===== config.mk =====
export PLATFORM = sky130hd
export DESIGN_NAME = elevator_call_register
export DESIGN_NICKNAME = d
export VERILOG_FILES = /design/src/rtl/elevator_pkg.sv /design/src/rtl/elevator_call_register_button_debounce.sv /design/src/rtl/elevator_call_register.sv
export SDC_FILE = /design/constraint.sdc
export NUM_CORES = 1
export LEC_CHECK = 0
export ABC_AREA = 0
export BUFFER_PORTS_ARGS = -buffer_cell sky130_fd_sc_hd__buf_2
export CELL_PAD_IN_SITES_DETAIL_PLACEMENT = 1
export CELL_PAD_IN_SITES_GLOBAL_PLACEMENT = 2
export CORE_MARGIN = 1.5
export CORE_UTILIZATION = 40
export DETAILED_ROUTE_END_ITERATION = 10
export PLACE_DENSITY = 0.86
export SLEW_MARGIN = 10
export SYNTH_ARGS = -nofsm -noshare
export SYNTH_HDL_FRONTEND = slang
export SYNTH_SLANG_ARGS = --single-unit

===== constraint.sdc =====
create_clock -name clk -period 6.8 [get_ports clk]
set_input_delay 1.36 -clock clk [delete_from_list [all_inputs] [get_ports clk]]
set_output_delay 1.36 -clock clk [all_outputs]
set_load 0.1 [all_outputs]

===== src/rtl/elevator_pkg.sv =====
// Codes shared by the elevator call register and the elevator controller.
package elevator_pkg;

  localparam int NUM_FLOORS = 4;

  typedef enum logic [1:0] {
    f0 = 2'b00,
    f1 = 2'b01,
    f2 = 2'b10,
    f3 = 2'b11
  } floor_e;

  typedef enum logic [1:0] {
    dir_none  = 2'b00,
    move_up   = 2'b01,
    move_down = 2'b10,
    stop      = 2'b11
  } dir_e;

  typedef enum logic {
    door_close = 1'b0,
    door_open  = 1'b1
  } door_e;

  // Population count of the three 4-bit pending bitmaps (max 12 fits in 4 bits).
  function automatic logic [3:0] count_pending(input logic [3*NUM_FLOORS-1:0] bits);
    logic [3:0] acc;
    acc = '0;
    for (int i = 0; i < 3 * NUM_FLOORS; i++) begin
      acc = acc + {3'b000, bits[i]};
    end
    return acc;
  endfunction

endpackage


===== src/rtl/elevator_call_register_button_debounce.sv =====
// One button path: 2-flop synchroniser, stability counter, accepted level and a registered rise pulse.
module button_debounce #(
  parameter int DEBOUNCE_CYCLES = 20
) (
  input  logic clk,
  input  logic rst,
  input  logic raw,
  output logic rise
);

  localparam logic [7:0] CNT_LAST = 8'(DEBOUNCE_CYCLES - 1);

  logic       sync1_reg;
  logic       sync2_reg;
  logic       db_reg;
  logic       rise_reg;
  logic [7:0] cnt_reg;

  always_ff @(posedge clk) begin
    if (rst) begin
      sync1_reg <= 1'b0;
      sync2_reg <= 1'b0;
      db_reg    <= 1'b0;
      rise_reg  <= 1'b0;
      cnt_reg   <= '0;
    end else begin
      sync1_reg <= raw;
      sync2_reg <= sync1_reg;
      rise_reg  <= 1'b0;
      // Any sample matching the accepted level restarts the stability count.
      if (sync2_reg != db_reg) begin
        if (cnt_reg == CNT_LAST) begin
          db_reg   <= sync2_reg;
          cnt_reg  <= '0;
          rise_reg <= sync2_reg;
        end else begin
          cnt_reg <= cnt_reg + 8'd1;
        end
      end else begin
        cnt_reg <= '0;
      end
    end
  end

  assign rise = rise_reg;

endmodule


===== src/rtl/elevator_call_register.sv =====
// Captures debounced hall and car button presses as pending request bits, cleared by controller serve strobes.
module elevator_call_register
  import elevator_pkg::*;
#(
  parameter int DEBOUNCE_CYCLES = 20
) (
  input  logic       clk,
  input  logic       rst,
  input  logic [3:0] move_up_call,
  input  logic [3:0] move_down_call,
  input  logic [3:0] req_floor,
  input  logic       serve_valid,
  input  logic [1:0] serve_floor,
  input  logic [1:0] serve_dir,
  output logic [3:0] up_pending,
  output logic [3:0] down_pending,
  output logic [3:0] car_pending,
  output logic [3:0] req_count,
  output logic       any_req
);

  logic [NUM_FLOORS-1:0] up_rise;
  logic [NUM_FLOORS-1:0] down_rise;
  logic [NUM_FLOORS-1:0] car_rise;

  logic [NUM_FLOORS-1:0] clr_up;
  logic [NUM_FLOORS-1:0] clr_down;
  logic [NUM_FLOORS-1:0] clr_car;

  logic [NUM_FLOORS-1:0] up_pending_reg, up_pending_next;
  logic [NUM_FLOORS-1:0] down_pending_reg, down_pending_next;
  logic [NUM_FLOORS-1:0] car_pending_reg, car_pending_next;
  logic [3:0]            req_count_reg, req_count_next;
  logic                  any_req_reg;

  // No up call exists at the top floor and no down call at the bottom floor.
  logic unused_inputs;
  assign unused_inputs = move_up_call[NUM_FLOORS-1] ^ move_down_call[0];

  for (genvar gi = 0; gi < NUM_FLOORS - 1; gi++) begin : g_up
    button_debounce #(.DEBOUNCE_CYCLES(DEBOUNCE_CYCLES)) u_db (
      .clk  (clk),
      .rst  (rst),
      .raw  (move_up_call[gi]),
      .rise (up_rise[gi])
    );
  end
  assign up_rise[NUM_FLOORS-1] = 1'b0;

  for (genvar gi = 1; gi < NUM_FLOORS; gi++) begin : g_down
    button_debounce #(.DEBOUNCE_CYCLES(DEBOUNCE_CYCLES)) u_db (
      .clk  (clk),
      .rst  (rst),
      .raw  (move_down_call[gi]),
      .rise (down_rise[gi])
    );
  end
  assign down_rise[0] = 1'b0;

  for (genvar gi = 0; gi < NUM_FLOORS; gi++) begin : g_car
    button_debounce #(.DEBOUNCE_CYCLES(DEBOUNCE_CYCLES)) u_db (
      .clk  (clk),
      .rst  (rst),
      .raw  (req_floor[gi]),
      .rise (car_rise[gi])
    );
  end

  // A stop (or the unused 00 code) serves both hall directions at the floor.
  always_comb begin
    clr_up   = '0;
    clr_down = '0;
    clr_car  = '0;
    if (serve_valid) begin
      clr_car[serve_floor] = 1'b1;
      case (dir_e'(serve_dir))
        move_up:   clr_up[serve_floor] = 1'b1;
        move_down: clr_down[serve_floor] = 1'b1;
        default: begin
          clr_up[serve_floor]   = 1'b1;
          clr_down[serve_floor] = 1'b1;
        end
      endcase
    end
  end

  // Rise is OR-ed after the clear so a press landing with a serve is kept.
  always_comb begin
    up_pending_next   = (up_pending_reg & ~clr_up) | up_rise;
    down_pending_next = (down_pending_reg & ~clr_down) | down_rise;
    car_pending_next  = (car_pending_reg & ~clr_car) | car_rise;
    req_count_next    = count_pending({up_pending_next, down_pending_next, car_pending_next});
  end

  always_ff @(posedge clk) begin
    if (rst) begin
      up_pending_reg   <= '0;
      down_pending_reg <= '0;
      car_pending_reg  <= '0;
      req_count_reg    <= '0;
      any_req_reg      <= 1'b0;
    end else begin
      up_pending_reg   <= up_pending_next;
      down_pending_reg <= down_pending_next;
      car_pending_reg  <= car_pending_next;
      req_count_reg    <= req_count_next;
      any_req_reg      <= (req_count_next != 4'd0);
    end
  end

  assign up_pending   = up_pending_reg;
  assign down_pending = down_pending_reg;
  assign car_pending  = car_pending_reg;
  assign req_count    = req_count_reg;
  assign any_req      = any_req_reg;

endmodule


==> impl_metrics.json <==
{
  "cts_hold_buffers": 0,
  "async_flop_share_pct": 0,
  "critPathMaxFanout": 4,
  "cts_resized": 0,
  "wl_met3_um": 354,
  "core-area_mm2": 0.0139,
  "mostFrequentLayoutCells": "137 x dfxtp_1, 58 x nor2_1, 47 x a21oi_1",
  "setup_viol": 0,
  "grt_pass1_wl_um": 20600,
  "rsz0062_at_grt": "no",
  "highest_layer": "met4",
  "dp_hpwl_um": 8850,
  "die_w_um": 122,
  "port_buffers": 33,
  "dieArea_mm2": 0.0149,
  "hp-class": "flip-flop to flip-flop",
  "status": "completed",
  "worst_pin_slew_ns": 0.601,
  "pwr-share-comb_pct": 1.7,
  "worst_ep_required_time_ns": 7.07,
  "fin_nets": 687,
  "cts_tree": "built",
  "n_fill_cell": 1623,
  "cellPowerDensity_mw_per_mm2": 269,
  "antenna_found_initial": 0,
  "post_cts_buffers": 0,
  "area_delta_synth_final_pct": 17.4,
  "dr_wl_met2_um": 6110,
  "vdd_drop_max_mv": 0.174,
  "worst_setup_path_start_kind": "input port",
  "synth_area_mm2": 0.00568,
  "ys_seq_area_share_pct": 48.3,
  "instances_no_fill": 840,
  "final_common_cell": "dfxtp_1",
  "wirelength_um": 12200,
  "path_cells": "buf_2 -> or3b_2 -> o21a_1 -> nor2_1 -> fa_1 -> fa_1 -> fa_1 -> fa_1 -> inv_1 -> ha_1 -> inv_1 -> fa_1 -> xor2_1 -> a41oi_1",
  "internal-power_uw": 1440,
  "clock_latency_ns": 0.41,
  "synth.area.top_cells": "dfxtp_1 48%, a21oi_1 4.1%, or3_1 4.1%, nor2_1 3.8%, o21ai_0 3.8%",
  "grt_overflow": 0,
  "critical_path_class": "input port to flip-flop",
  "drt-pass1-iter-count": 4,
  "finalSetupTns_ns": 0,
  "seqPwrFrac_pct": 45.4,
  "final.period_utilization_pct": 72.5,
  "max-clock-path-buffers": 2,
  "yosysTopAreaCell": "dfxtp_1",
  "gp_congestion": 0.739,
  "ys_ff_latch": 137,
  "maxCapViolCount": 0,
  "cts.clk_slew.worst_paths_ns": 0.06,
  "wl_met1_um": 5580,
  "drv_slew": 0,
  "largest_register_ffs": 32,
  "yosysTopAreaCellShare_pct": 48.3,
  "seq_area_mm2": 0.00274,
  "ys.flop_type": "dfxtp_1",
  "synth.avg_cell_area_um2": 9.43,
  "max_stage_delay_ns": 0.56,
  "grt_usage_pct": 17.6,
  "dr.first_iter.drc_count": 182,
  "leakage_uw": 0.00240,
  "pwr-share-clk_pct": 52.9,
  "min_period_ns": 4.93,
  "cp.arrival_ns": 5.20,
  "ctsHtreeMaxLevel": 4,
  "timing.fmax_mhz": 203,
  "multiInputGateArea_mm2": 0.00279,
  "end_kind": "flip-flop",
  "rows": 43,
  "postSynthCellCount": 602,
  "ys_warn_count": 0,
  "hold_viol": 0,
  "ys_types": 47,
  "grt_max_degree": 52,
  "die_h_um": 122,
  "syn-num-nets": 642,
  "cpMostUsedCell": "fa_1",
  "vias": 4445,
  "cts_buffers": 17,
  "ant_nets": 0,
  "swShare_pct": 19.6,
  "dp.cells": 808,
  "slew-limit-headroom_pct": 59.8,
  "p_sw_uw": 352,
  "drc": 0,
  "numClockSinks": 137,
  "viasPerCell": 5.29,
  "synth_edf_count": 0,
  "crit_slowest_cell": "fa_1",
  "cts-root-buf": "clkbuf_16",
  "pin_count": 36,
  "initial_core_util_pct": 40.9,
  "drive_gt1_share_pct": 12.4,
  "skew_ns": 0.00474,
  "grt_pass1_vias": 4548,
  "diodes": 0,
  "wl_per_cell_um": 14.5
}
==> path summary, 6_finish.rpt <==
path,startpoint,end,slack [ns],cells after the start
max,serve_floor[1],any_req$_SDFF_PP0_,1.87,14
min,g_up[0].u_db.sync1_reg$_SDFF_PP0_,g_up[0].u_db.sync2_reg$_SDFF_PP0_,0.43,1
max reg2reg,up_pending[0]$_SDFF_PP0_,any_req$_SDFF_PP0_,3.16,12
min reg2reg,g_up[0].u_db.sync1_reg$_SDFF_PP0_,g_up[0].u_db.sync2_reg$_SDFF_PP0_,0.43,1
==> worst max-delay path: cells and delay by family <==
family	cells	cell delay (ns)
and+or+nand+nor	2	0.66
xor gates and xnor gates	1	0.19
AOI/OAI and AO/OA	2	0.34
buffers and inverters	3	0.25
adders and majority gates	6	2.39
==> metrics by stage <==
stage                     hold slack [ns]  total power (uW)  area (um^2)  worst slack, ns  utilization, %
after floorplan                     0.414               850         5680             1.78               -
after global placement              0.419               863         6050             1.50            43.6
after detailed placement            0.426               864         6050             1.40            43.6
after CTS                           0.439              1820         6670             1.86            48.0
after global routing                0.466              1860         6670             1.70            48.0
final                               0.434              1800         6670             1.87            48.0
==> routing by layer <==
metal,up-vias,GRT usage (%)
li1,2225,-
met2,46,31.0
met4,0,5.96
met1,2164,20.5
met3,10,4.96
met5,-,0
==> Yosys cell counts (2+ instances only) <==
library cell / number
nand4_1: 11
or3_1: 37
xor2_1: 20
o311ai_0: 4
dfxtp_1: 137
nor3_1: 5
nor2_1: 58
nor2b_1: 22
and3_1: 4
ha_1: 14
a21boi_0: 5
inv_1: 31
o21ai_0: 43
and4_1: 3
or4b_4: 3
nand4bb_1: 6
o21a_1: 10
nor4b_1: 7
o211ai_1: 8
or3b_2: 4
fa_1: 7
or2_2: 2
a31o_2: 3
nand2b_1: 3
clkbuf_1: 9
nand2_1: 24
nand3b_1: 2
xnor2_1: 15
nor3b_1: 2
nand3_1: 34
nor4bb_1: 4
a21oi_1: 47
and3b_1: 4
==> cell type report <==
type                            instances  share of cell area, %
Tap cell                              180                   3.38
Sequential cell                       137                   41.1
Inverter                               31                   1.75
Timing Repair Buffer                   35                   2.70
Multi-Input combinational cell        425                   41.8
Clock buffer                           24                   7.53
Clock inverter                          8                   1.73
==> cell families after synthesis <==
group,after synthesis,share of synthesized area (%)
fa+ha+maj,21,5.55
buf+inv,40,2.64
compound gates,126,13.0
mux,1,0.176
simple gates,242,24.9
flops,137,48.3
xor+xnor,35,5.40
==> power groups by stage <==
stage	clock [uW]	combinational [uW]	sequential, uW
detailed placement	0	32.0	832
CTS	972	32.1	815
floorplan	0	19.4	831
global placement	0	30.6	832
global route	1010	35.6	816
finish	950	31.1	815
No activity file was read; power rests on OpenSTA's default activity.
